$ cat config.mk
export PLATFORM = sky130hd
export DESIGN_NAME = pulse_train_decoder
export DESIGN_NICKNAME = d
export VERILOG_FILES = /design/src/rtl/pulse_train_decoder.sv
export SDC_FILE = /design/constraint.sdc
export NUM_CORES = 1
export LEC_CHECK = 0
export ABC_AREA = 1
export ABC_CLOCK_PERIOD_IN_PS = 2000
export BUFFER_PORTS_ARGS = -buffer_cell sky130_fd_sc_hd__buf_2
export CORE_MARGIN = 10
export CORE_UTILIZATION = 54
export DETAILED_ROUTE_END_ITERATION = 6
export PLACE_DENSITY_LB_ADDON = 0.15
export SLEW_MARGIN = 20
export SYNTH_ARGS = -nofsm -noshare
export SYNTH_HDL_FRONTEND = slang
export SYNTH_SLANG_ARGS = --single-unit
$ cat constraint.sdc
create_clock -name clk -period 2 [get_ports clk]
set_clock_uncertainty 0.2 [all_clocks]
set_input_delay 0.4 -clock clk [delete_from_list [all_inputs] [get_ports clk]]
set_output_delay 0.4 -clock clk [all_outputs]
set_load 0.01 [all_outputs]
$ cat src/rtl/pulse_train_decoder.sv
`default_nettype none
// ============================================================================
// Module   : pulse_train_decoder
// Purpose  : Recovers pulses-per-set and sets-per-train from the generator's
//            serial pulse line; optional expected-count check (PTD_CHECK_EN).
// Revision : 1.0 - initial release
// ============================================================================
module pulse_train_decoder #(
    parameter int CW       = 4,
    parameter int GAP_LOW  = 2,
    parameter int IDLE_LOW = 6
) (
    input  logic          clk,
    input  logic          reset,
    input  logic          enable,
    input  logic          pulse_in,
    input  logic [CW-1:0] exp_pulses,
    input  logic [CW-1:0] exp_sets,
    output logic          set_valid,
    output logic [CW-1:0] set_pulses,
    output logic          train_done,
    output logic [CW-1:0] train_sets,
    output logic          busy,
    output logic          overflow,
    output logic          mismatch
);

    typedef enum logic [1:0] {
        S_IDLE = 2'd0,
        S_HIGH = 2'd1,
        S_LOW  = 2'd2
    } state_t;

    localparam logic [3:0]    c_GAP_LOW  = 4'(GAP_LOW);
    localparam logic [3:0]    c_IDLE_LOW = 4'(IDLE_LOW);
    localparam logic [CW-1:0] c_CNT_MAX  = '1;
    localparam logic [CW-1:0] c_CNT_ONE  = CW'(1);

    state_t        r_state, w_state_next;
    logic [CW-1:0] r_pcnt, w_pcnt_next;
    logic [CW-1:0] r_scnt, w_scnt_next;
    logic [3:0]    r_lowrun, w_lowrun_next, w_lowrun_inc;
    logic          r_overflow, w_overflow_next;
    logic          w_set_close, w_train_close, w_train_start;
    logic          r_set_valid, r_train_done;
    logic [CW-1:0] r_set_pulses, r_train_sets;

    always_comb begin
        w_state_next    = r_state;
        w_pcnt_next     = r_pcnt;
        w_scnt_next     = r_scnt;
        w_lowrun_next   = r_lowrun;
        w_overflow_next = r_overflow;
        w_set_close     = 1'b0;
        w_train_close   = 1'b0;
        w_train_start   = 1'b0;
        w_lowrun_inc    = (r_lowrun == 4'hF) ? r_lowrun : r_lowrun + 4'd1;

        case (r_state)
            S_IDLE: begin
                if (pulse_in) begin
                    w_state_next    = S_HIGH;
                    w_pcnt_next     = c_CNT_ONE;
                    w_scnt_next     = '0;
                    w_lowrun_next   = 4'd0;
                    w_overflow_next = 1'b0;
                    w_train_start   = 1'b1;
                end
            end
            S_HIGH: begin
                // A long high level is still one pulse; only the fall matters.
                if (!pulse_in) begin
                    w_state_next  = S_LOW;
                    w_lowrun_next = 4'd1;
                end
            end
            S_LOW: begin
                if (pulse_in) begin
                    w_state_next  = S_HIGH;
                    w_lowrun_next = 4'd0;
                    if (r_lowrun < c_GAP_LOW) begin
                        if (r_pcnt == c_CNT_MAX) begin
                            w_overflow_next = 1'b1;
                        end else begin
                            w_pcnt_next = r_pcnt + c_CNT_ONE;
                        end
                    end else begin
                        w_pcnt_next = c_CNT_ONE;
                    end
                end else begin
                    w_lowrun_next = w_lowrun_inc;
                    if (w_lowrun_inc == c_GAP_LOW) begin
                        w_set_close = 1'b1;
                        if (r_scnt == c_CNT_MAX) begin
                            w_overflow_next = 1'b1;
                        end else begin
                            w_scnt_next = r_scnt + c_CNT_ONE;
                        end
                    end
                    if (w_lowrun_inc == c_IDLE_LOW) begin
                        w_train_close = 1'b1;
                        w_state_next  = S_IDLE;
                    end
                end
            end
            default: w_state_next = S_IDLE;
        endcase
    end

    always_ff @(posedge clk or posedge reset) begin
        if (reset) begin
            r_state      <= S_IDLE;
            r_pcnt       <= '0;
            r_scnt       <= '0;
            r_lowrun     <= 4'd0;
            r_overflow   <= 1'b0;
            r_set_valid  <= 1'b0;
            r_train_done <= 1'b0;
            r_set_pulses <= '0;
            r_train_sets <= '0;
        end else begin
            // Strobes self-clear on every clock, enabled or not.
            r_set_valid  <= 1'b0;
            r_train_done <= 1'b0;
            if (enable) begin
                r_state    <= w_state_next;
                r_pcnt     <= w_pcnt_next;
                r_scnt     <= w_scnt_next;
                r_lowrun   <= w_lowrun_next;
                r_overflow <= w_overflow_next;
                if (w_set_close) begin
                    r_set_valid  <= 1'b1;
                    r_set_pulses <= r_pcnt;
                end
                if (w_train_close) begin
                    r_train_done <= 1'b1;
                    r_train_sets <= r_scnt;
                end
            end
        end
    end

`ifdef PTD_CHECK_EN
    logic r_mismatch;

    always_ff @(posedge clk or posedge reset) begin
        if (reset) begin
            r_mismatch <= 1'b0;
        end else if (enable) begin
            if (w_train_start) begin
                r_mismatch <= 1'b0;
            end else if ((w_set_close && (r_pcnt != exp_pulses)) ||
                         (w_train_close && (r_scnt != exp_sets))) begin
                r_mismatch <= 1'b1;
            end
        end
    end

    assign mismatch = r_mismatch;
`else
    logic w_unused_exp;
    assign w_unused_exp = ^{exp_pulses, exp_sets};
    assign mismatch     = 1'b0;
`endif

    assign set_valid  = r_set_valid;
    assign set_pulses = r_set_pulses;
    assign train_done = r_train_done;
    assign train_sets = r_train_sets;
    assign busy       = (r_state != S_IDLE);
    assign overflow   = r_overflow;

endmodule
`default_nettype wire
Yosys cells after proc, flatten, opt, wreduce, memory -nomap -nowiden
Index checks and enable logic that the tools add are counted.

Divide/modulo/power cells: 0. Reduce and logical (&&, ||, !) cells: 11. Order comparisons: 1. Bitwise gates (word level): 0. Shift operators: 0. Add/subtract/negate cells: 3. Eq/ne operators: 19. Multipliers: 0. Multiplexer cells: 36.

Operator list (number): 2-to-1 mux 4 bit (11); inequality test 3 bit, second input constant (6); 2-to-1 mux 1 bit (16); one-hot mux 4 bit (2 select lines) (2); adder 4 x 1 -> 4 bit, second input constant (3); equality test 4 bit, second input constant (3); inequality test 2 bit, second input constant (6); one-hot mux 4 bit (3 select lines) (1); 2-to-1 mux 2 bit (4); AND reduction 4 bit (2); AND reduction 7 bit (1); one-hot mux 2 bit (3 select lines) (1); AND reduction 6 bit (1); AND reduction 5 bit (1); equality test 4 x 2 -> 1 bit, second input constant (1); equality test 4 x 3 -> 1 bit, second input constant (1); less-than comparator 4 x 2 -> 1 bit, second input constant (1); AND reduction 2 bit (2); nonzero test 2 bit (2); nonzero test 3 bit (1); equality test 2 x 1 -> 1 bit, second input constant (1); equality test 2 bit, second input constant (1); zero test 2 bit (1); one-hot mux 1 bit (2 select lines) (1).

Latch bits: 0. Output and inout bits: 13. Input port bits: 12. Memories: 0. RAM bits: 0. Bits in registers: 25. Memory bits (read-only): 0.

Depth between registers and ports, before layout
Gate-level depths: netlist of the first run.

Word-level depth: 8. Depth in mapped cells: 11.

Worst setup path after synthesis of the first run
No wires, ideal clock.

Kind: reg2reg. Start: register r_state[0]. End: register r_scnt[2]. Path slack: 0.237 ns. Data arrival time: 1.446 ns. Stages on the path, launching flop included: 10. Path buffers: 1. Path through: dfrtp_1 inv_1 ha_1 buf_2 nor2_1 or2_4 a21oi_4 nand2_2 nand2_1 nand2_1.

Word-level cells in the longest chain between the ends: 3. Elaborated cells on any way between the ends: 9. Classes of those cells: eq/ne (5); mux (1); reduce/logical (3).

RTL lines: start: declaration (RTL line 39) `state_t r_state, w_state_next;`; start signal: assignment (RTL line 126) `r_state <= w_state_next;`; equality test 2 bit / zero test 2 bit (equally long branches) (RTL line 59) `case (r_state)`; inequality test 2 bit (no source line) / nonzero test 2 bit (equally long branches); AND reduction 6 bit (no source line); end signal: assignment (RTL line 128) `r_scnt <= w_scnt_next;`; end: declaration (RTL line 41) `logic [CW-1:0] r_scnt, w_scnt_next;`.

Parallel ways exist; a longest one is shown, timed or not. A chain may end at the register's enable or synchronous reset.

Worst setup path after layout of the first run
Start: register r_state[0]. End: output busy.

Word-level cells in the longest chain between the ends: 1.

RTL lines: nonzero test 2 bit (RTL line 170) `assign busy = (r_state != S_IDLE);`; end: declaration (RTL line 23) `output logic busy,`.

Every way passes these cells.

==> impl_metrics.ini, run 1 <==
[synth]
synth-edff-count = 0
synthesis.area_per_instance_um2 = 7.58
ys_types = 22
ys_async_sr_fraction = 1.00
yosysTopAreaCell = sky130_fd_sc_hd__dfrtp_1
ys_seq_area_frac = 0.446
synthesis.instances = 185
synth.top_cells.by_area = sky130_fd_sc_hd__dfrtp_1, sky130_fd_sc_hd__nand2_1, sky130_fd_sc_hd__ha_1
synth.ff_latch_count = 25
yosysTopAreaCellShare = 0.446
post_synthesis_cell_area_um2 = 1400
ys_warn_count = 0
synth-main-ff-cell = sky130_fd_sc_hd__dfrtp_1
syn_nets = 205

[cts]
clockBufferDepth = 2
path_clk_slew_ps = 140
postCtsSetupBuffers = 0
clk-insertion-delay-late_ps = 320
cts-buffers-inserted = 3
cts.sinks = 25
cts.root.buffer_cell = sky130_fd_sc_hd__clkbuf_4
cts_tree = yes
cts.htree.levels = 1

[grt]
global_route.usage.total = 0.115
grt_start_max_net_pins = 26
grt_antenna_before_repair = 0
first_pass_grt_wire_length_um = 4880
first_global_vias = 1132
gr-total-overflow = 0

[drt]
vias_per_cell = 5.09
detailroute.via_count = 1207
drt_iter0_drc = 86
drt-pass1-iter-count = 4
detail_route.drc_violations = 0
avgRoutedWirePerCell_um = 11.7
antenna_violating_nets_post_route = 0
drt_wl_total_um = 2780

[sta]
fmax_mhz = 531
hold_viol = 0
timing.hold.ws_ps = 275
final-setup-viol-count = 0
setup-tns-final_ps = 0
timing.final.max_slew_violations = 0
rsz0062_at_grt = false
period_minus_ws_final_ps = 1880
final_min_period_over_clock_period = 0.942

[critical_path]
family_with_the_most_delay_on_the_worst_path = flip-flops
cp_cell_sequence = inv_1, ha_1, inv_1, buf_2
endpoint_kind = primary output
r2r_setup_slack_ps = 120
critical_path_depth = 4
cp-start-kind = flip-flop
timing.critical_path.slowest_stage_cell = sky130_fd_sc_hd__dfrtp_1
required_ps = 1400
timing_worst_setup_path_type = reg2out
maximum_cell_stage_delay_along_the_critical_path_ps = 440
timing.reg2reg.worst_path_depth = 9
worstPathArrival_ps = 1280
setup.worst_path.start = r_state[0]
max_fo_critical_path = 4
cp.buffers_inverters = 3
critical_path.reg2reg.startpoint = r_state[0]
r2r_end = r_scnt[1]
critPathMostFrequentCell = sky130_fd_sc_hd__inv_1

[final_layout]
final_core_utilization = 0.635
post_route_cells_drive_above_1_share = 0.159
most_used_cells_in_the_layout_excluding_fill_and_tap_cells = sky130_fd_sc_hd__nand2_1, sky130_fd_sc_hd__dfrtp_1, sky130_fd_sc_hd__inv_1
final.fill_count = 231
net_count_of_the_finished_layout = 228
antennaDiodeCount = 0
syn_to_final_growth_pct = 12.1
layout_commonest_cell = sky130_fd_sc_hd__nand2_1
final_design_area_no_fill_um2 = 1570

[power]
power_switching_share = 0.421
clkPwrFrac = 0.135
p_leak_uw = 0.000888
seqPwrFrac = 0.420
power.ir.vdd_worst_mv = 0.666
power_density_nw_per_um2 = 1070
power.net_switching_uw = 708
cellInternalPower_uw = 973
combPwrFrac = 0.445

[worst_hold_path]
hold_path.class = in2reg
hold_path_end = r_state[0]
worstHoldPathCells = 5
min_from = enable

[floorplanning]
row_count = 18
design.portCount = 25
die_y_um = 71.0
floorplan.die_area_um2 = 5040
die_w_um = 71.0
floorplan.core_area_um2 = 2480
initial_core_util = 0.566

[status]
status = completed

[place]
placer_congestion = 0.849
placement.cell_area_um2 = 1530
dpl.hpwl_um = 2230
numPortBuffers = 15

[run]
maxCapViolCount = 0
[power by group through the flow]
stage / combinational, uW / clock (uW) / sequential, uW
after detailed placement: 745 / 0 / 716
after global routing: 863 / 255 / 724
final: 748 / 228 / 706
after CTS: 749 / 237 / 706
after floorplan: 521 / 0 / 722
after global placement: 716 / 0 / 708
[per-layer routing]
layer,share of wire,GRT usage,wire length [um]
met1,0.46,0.131,1280
met2,0.46,0.194,1270
met3,0.068,0.0377,188
met4,0.014,0.0452,38
met5,0,0,0
[worst max-delay path by stage]
stage,endpoint
after floorplan,r_scnt[2]
after global placement,r_scnt[1]
after detailed placement,r_scnt[1]
after CTS,busy
after global routing,r_scnt[2]
final,busy
[cell usage after synthesis (2+ instances only)]
| cell | n |
|---|---|
| sky130_fd_sc_hd__nand2_1 | 66 |
| sky130_fd_sc_hd__dfrtp_1 | 25 |
| sky130_fd_sc_hd__inv_1 | 21 |
| sky130_fd_sc_hd__nand3_1 | 18 |
| sky130_fd_sc_hd__nor2_1 | 12 |
| sky130_fd_sc_hd__o21ai_1 | 11 |
| sky130_fd_sc_hd__ha_1 | 8 |
| sky130_fd_sc_hd__inv_2 | 4 |
| sky130_fd_sc_hd__a21oi_1 | 3 |
| sky130_fd_sc_hd__nand2_2 | 2 |
| sky130_fd_sc_hd__nand4_1 | 2 |
| sky130_fd_sc_hd__nor3_1 | 2 |
| sky130_fd_sc_hd__xor2_1 | 2 |
[repair_timing]
action,in CTS,in global routing
hold endpoints to repair,25,0
endpoints found under the setup margin,0,7
resized for setup,0,1
hold buffers,1,0
[cells by family after synthesis]
family | after synthesis | share of synthesized area
xor+xnor | 3 | 0.0187
compound gates | 16 | 0.0669
buf+inv | 28 | 0.0785
simple gates | 104 | 0.316
fa+ha+maj | 8 | 0.0714
flops | 25 | 0.446
other cells | 1 | 0.00267
[worst reg2reg max path, cell delays in order, from the launching register on]
cell	delay, ps
sky130_fd_sc_hd__dfrtp_1	440
sky130_fd_sc_hd__inv_1	90
sky130_fd_sc_hd__ha_1	230
sky130_fd_sc_hd__nand2_1	90
sky130_fd_sc_hd__nand2_2	80
sky130_fd_sc_hd__or2_4	250
sky130_fd_sc_hd__a21oi_4	180
sky130_fd_sc_hd__nand2_2	110
sky130_fd_sc_hd__nand2_1	70
sky130_fd_sc_hd__nand2_1	50
[through the flow]
step | total power (uW) | cells | setup WS [ps]
after detailed placement | 1460 | 232 | 150
after global placement | 1420 | 232 | 218
after CTS | 1690 | 237 | 107
after global routing | 1840 | 237 | 5.70
final | 1680 | 237 | 116
after floorplan | 1240 | 185 | 237
[area by class of cell]
type,count,area [um2],area share
tap,30,37.5,0.0239
inverter,26,97.6,0.0621
timing repair buffer,20,115,0.0732
clock inverter,1,5.00,0.00318
clock buffer,3,22.5,0.0143
multi-input combinational,132,669,0.426
sequential,25,626,0.398
[flip-flops by register name, indices dropped and copies added, names as in the netlist]
| signal | cells |
|---|---|
| train_done | 1 |
| r_state | 2 |
| set_valid | 1 |
| train_sets | 4 |
| overflow | 1 |
| set_pulses | 4 |
| r_pcnt | 4 |
| r_scnt | 4 |
| r_lowrun | 4 |
(Power assumes the default switching activity.)
==> inputs of run 2 (changes only) <==
--- a/config.mk
+++ b/config.mk
@@ -9,7 +9,7 @@
 export ABC_CLOCK_PERIOD_IN_PS = 2000
 export BUFFER_PORTS_ARGS = -buffer_cell sky130_fd_sc_hd__buf_2
 export CORE_MARGIN = 10
-export CORE_UTILIZATION = 54
+export CORE_UTILIZATION = 40
 export DETAILED_ROUTE_END_ITERATION = 6
 export PLACE_DENSITY_LB_ADDON = 0.15
 export SLEW_MARGIN = 20
==> impl_metrics.ini, run 2 (synthesis results as in run 1) <==
[grt]
first_pass_grt_wire_length_um = 5250
grt_start_max_net_pins = 26
gr-total-overflow = 0
global_route.usage.total = 0.100
first_global_vias = 1224
grt_antenna_before_repair = 0

[floorplanning]
design.portCount = 25
initial_core_util = 0.417
row_count = 21
die_y_um = 79.2
floorplan.core_area_um2 = 3360
die_w_um = 79.2
floorplan.die_area_um2 = 6280

[final_layout]
post_route_cells_drive_above_1_share = 0.173
layout.area.seq_um2 = 626
layout_commonest_cell = sky130_fd_sc_hd__nand2_1
syn_to_final_growth_pct = 14.8
net_count_of_the_finished_layout = 229
multi_input_area_um2 = 677
most_used_cells_in_the_layout_excluding_fill_and_tap_cells = sky130_fd_sc_hd__nand2_1, sky130_fd_sc_hd__dfrtp_1, sky130_fd_sc_hd__inv_1
final.fill_count = 373
antennaDiodeCount = 0

[run]
maxCapViolCount = 0

[cts]
path_clk_slew_ps = 150
clk-insertion-delay-late_ps = 320
cts.htree.levels = 1
cts_tree = yes
cts.root.buffer_cell = sky130_fd_sc_hd__clkbuf_4
cts-buffers-inserted = 3
cts.sinks = 25
clockBufferDepth = 2

[sta]
rsz0062_at_grt = false
timing.final.max_slew_violations = 0
timing.hold.ws_ps = 281
fmax_mhz = 539
final_min_period_over_clock_period = 0.927
hold_viol = 0
final-setup-viol-count = 0
setup-tns-final_ps = 0
period_minus_ws_final_ps = 1850

[drt]
avgRoutedWirePerCell_um = 11.4
detail_route.drc_violations = 0
drt_wl_total_um = 2890
drt_iter0_drc = 36
drt-pass1-iter-count = 4
antenna_violating_nets_post_route = 0
vias_per_cell = 4.69
detailroute.via_count = 1190

[power]
p_leak_uw = 0.000889
power_density_nw_per_um2 = 1060
report.power.total_uw = 1700
power.ir.vdd_worst_mv = 0.498

[critical_path]
max_fo_critical_path = 4
required_ps = 1400
endpoint_kind = primary output
cp-start-kind = flip-flop
timing_worst_setup_path_type = reg2out
worstPathArrival_ps = 1250

[place]
numPortBuffers = 15
placer_congestion = 0.874
dpl.hpwl_um = 2310

[status]
status = completed

[worst_hold_path]
hold_path.class = in2reg
run 2: cell count changes in the layout (fill, tap and decap cells not counted), sizes merged:
cell,previous run,this run
buf,19,20
clkinv,2,1
clkinvlp,0,1
run 2: metrics by stage:
stage               instance area (um2)  cells  setup slack (ps)  utilization
finish                             1610    254               145        0.479
global route                       1610    254             0.722        0.479
CTS                                1600    254               107        0.476
detailed placement                 1560    249               137        0.464
global placement                   1560    249               174        0.464
floorplan                          1400    185               237            -
run 2: timing repair:
| item | CTS | global route |
|---|---|---|
| hold endpoints to repair | 25 | 0 |
| buffers inserted | 0 | 0 |
| resized for setup | 0 | 3 |
| hold buffers | 1 | 0 |
| setup endpoints to repair | 0 | 9 |
run 2: final timing paths:
| path | depth (start not counted) | endpoint | slack, ps | from |
|---|---|---|---|---|
| worst max-delay path | 4 | busy | 150 | r_state[0] |
| worst min-delay path | 5 | r_state[0] | 280 | enable |
| worst max register to register | 9 | r_scnt[2] | 150 | r_state[0] |
| worst min register to register | 2 | train_sets[2] | 300 | train_sets[2] |
| max in group asynchronous | 4 | r_state[1] | 920 | reset |
| min in group asynchronous | 4 | train_sets[1] | 440 | reset |
run 2: critical path: stages, from the launching register on:
cell	delay (ps)
sky130_fd_sc_hd__dfrtp_1	420
sky130_fd_sc_hd__inv_1	80
sky130_fd_sc_hd__ha_1	230
sky130_fd_sc_hd__inv_1	80
sky130_fd_sc_hd__buf_2	130
run 2: report_power, final:
part | switching (uW) | internal (uW) | total, uW | leakage [uW]
clock | 160 | 76.3 | 236 | 0.0000139
sequential | 87.5 | 615 | 703 | 0.000338
combinational | 472 | 289 | 760 | 0.000537
run 2: area by class of cell:
class / instances / area share
multi-input combinational: 132 / 0.420
tap: 46 / 0.0357
timing repair buffer: 21 / 0.0761
sequential: 25 / 0.389
clock buffer: 3 / 0.0140
clock inverter: 1 / 0.00466
inverter: 26 / 0.0606
run 2: per-layer routing:
layer / up-vias / share of wire / track usage
met1: 554 / 0.47 / 0.117
li1: 621 / - / -
met2: 13 / 0.48 / 0.171
met5: - / 0 / 0
met3: 2 / 0.043 / 0.0270
met4: 0 / 0.0069 / 0.0358
==> inputs of run 3 (changes only) <==
--- a/config.mk
+++ b/config.mk
@@ -8,8 +8,10 @@
 export ABC_AREA = 1
 export ABC_CLOCK_PERIOD_IN_PS = 2000
 export BUFFER_PORTS_ARGS = -buffer_cell sky130_fd_sc_hd__buf_2
+export CELL_PAD_IN_SITES_DETAIL_PLACEMENT = 1
+export CELL_PAD_IN_SITES_GLOBAL_PLACEMENT = 1
 export CORE_MARGIN = 10
-export CORE_UTILIZATION = 40
+export CORE_UTILIZATION = 39
 export DETAILED_ROUTE_END_ITERATION = 6
 export PLACE_DENSITY_LB_ADDON = 0.15
 export SLEW_MARGIN = 20
==> impl_metrics.ini, run 3 (synthesis results as in run 1) <==
[status]
status = completed

[power]
p_leak_uw = 0.000908
power_density_nw_per_um2 = 1090
power.ir.vdd_worst_mv = 0.511
report.power.total_uw = 1780

[critical_path]
maximum_cell_stage_delay_along_the_critical_path_ps = 420
critPathMostFrequentCell = sky130_fd_sc_hd__nand2_1
cp_cell_sequence = inv_1, ha_1, nand2_1, nand2_2, or2_4, a21oi_4, nand2_2, nand2_1, nand2_1
cp-start-kind = flip-flop
endpoint_kind = flip-flop
timing.critical_path.slowest_stage_cell = sky130_fd_sc_hd__dfrtp_1
required_ps = 2040
max_fo_critical_path = 5
worstPathArrival_ps = 1900
timing_worst_setup_path_type = reg2reg

[final_layout]
final_core_utilization = 0.481
final.fill_count = 441
syn_to_final_growth_pct = 17.1
post_route_cells_drive_above_1_share = 0.189
final_design_area_no_fill_um2 = 1640
most_used_cells_in_the_layout_excluding_fill_and_tap_cells = sky130_fd_sc_hd__nand2_1, sky130_fd_sc_hd__dfrtp_1, sky130_fd_sc_hd__inv_1
net_count_of_the_finished_layout = 233
layout_commonest_cell = sky130_fd_sc_hd__nand2_1
antennaDiodeCount = 0

[grt]
global_route.usage.total = 0.109
grt_antenna_before_repair = 0
grt_start_max_net_pins = 26
gr-total-overflow = 0
first_pass_grt_wire_length_um = 5750
first_global_vias = 1295

[sta]
fmax_mhz = 535
hold_viol = 0
final-setup-viol-count = 0
setup-tns-final_ps = 0
period_minus_ws_final_ps = 1870
layout_setup_ws_ps = 131
final_min_period_over_clock_period = 0.934
timing.final.max_slew_violations = 0

[run]
maxCapViolCount = 0

[floorplanning]
floorplan.die_area_um2 = 6400
floorplan.core_area_um2 = 3420
row_count = 21
design.portCount = 25
die_w_um = 80.0
initial_core_util = 0.411
die_y_um = 80.0

[worst_hold_path]
hold_path.class = in2reg

[cts]
cts.htree.levels = 1
clk-insertion-delay-late_ps = 330
path_clk_slew_ps = 150
cts-buffers-inserted = 3
cts.root.buffer_cell = sky130_fd_sc_hd__clkbuf_4
cts.sinks = 25
clockBufferDepth = 2
cts_tree = yes

[place]
dpl.hpwl_um = 2690
numPortBuffers = 15
dp_slack_ps = 56.4
placement.cell_area_um2 = 1570
placer_congestion = 0.885

[drt]
detailroute.via_count = 1242
drt-pass1-iter-count = 4
drt_iter0_drc = 56
vias_per_cell = 4.81
drt_wl_total_um = 3460
antenna_violating_nets_post_route = 0
avgRoutedWirePerCell_um = 13.4
detail_route.drc_violations = 0
==> run 3: cell types whose count changed in the layout (fill, tap and decap cells not counted), sizes merged <==
| cell | delta |
|---|---|
| buf | +4 |
==> run 3: path summary, 6_finish.rpt <==
check | from | to | slack (ps) | depth (start not counted)
max in group asynchronous | reset | r_pcnt[3] | 910 | 4
max reg2reg | r_state[0] | r_scnt[3] | 130 | 9
min reg2reg | train_sets[2] | train_sets[2] | 290 | 2
max | r_state[0] | r_scnt[3] | 130 | 9
min | enable | r_state[0] | 280 | 5
min in group asynchronous | reset | r_state[1] | 460 | 4
==> run 3: per-stage QoR <==
stage	instances	hold WS, ps
5_1_grt	258	294
2_1_floorplan	185	227
4_1_cts	255	276
6_report	258	284
3_5_place_dp	250	260
3_3_place_gp	250	253
==> run 3: worst max-delay path, delay by kind of cell, from the launching register on <==
family	cells	cell delay [ps]
simple gates	6	660
flops	1	420
fa+ha+maj	1	220
compound gates	1	180
buf+inv	1	80
==> run 3: metal layers <==
metal	share of wire	wire, um	vias to the layer above	global-route usage
met5	0	0	-	0
met4	0.016	57	0	0.0264
met1	0.44	1500	586	0.126
met3	0.027	92	7	0.0236
li1	-	-	637	-
met2	0.52	1800	12	0.197
==> run 3: repair_timing <==
| item | CTS | global route |
|---|---|---|
| hold buffers | 1 | 0 |
| buffers inserted | 0 | 3 |
| setup endpoints to repair | 0 | 9 |
| resized for setup | 0 | 4 |
| endpoints found under the hold margin | 25 | 0 |
==> run 3: power breakdown <==
group | total (uW) | switching [uW] | leakage (uW) | internal (uW)
Clock | 242 | 165 | 0.0000139 | 76.5
Combinational | 839 | 514 | 0.000557 | 325
Sequential | 703 | 88.4 | 0.000338 | 615
==> run 3: cell type report <==
cell class / count / area [um2] / area share
multi-input combinational: 132 / 679 / 0.414
sequential: 25 / 626 / 0.381
timing repair buffer: 25 / 153 / 0.0929
inverter: 26 / 97.6 / 0.0594
tap: 46 / 57.6 / 0.0350
clock buffer: 3 / 22.5 / 0.0137
clock inverter: 1 / 7.51 / 0.00457
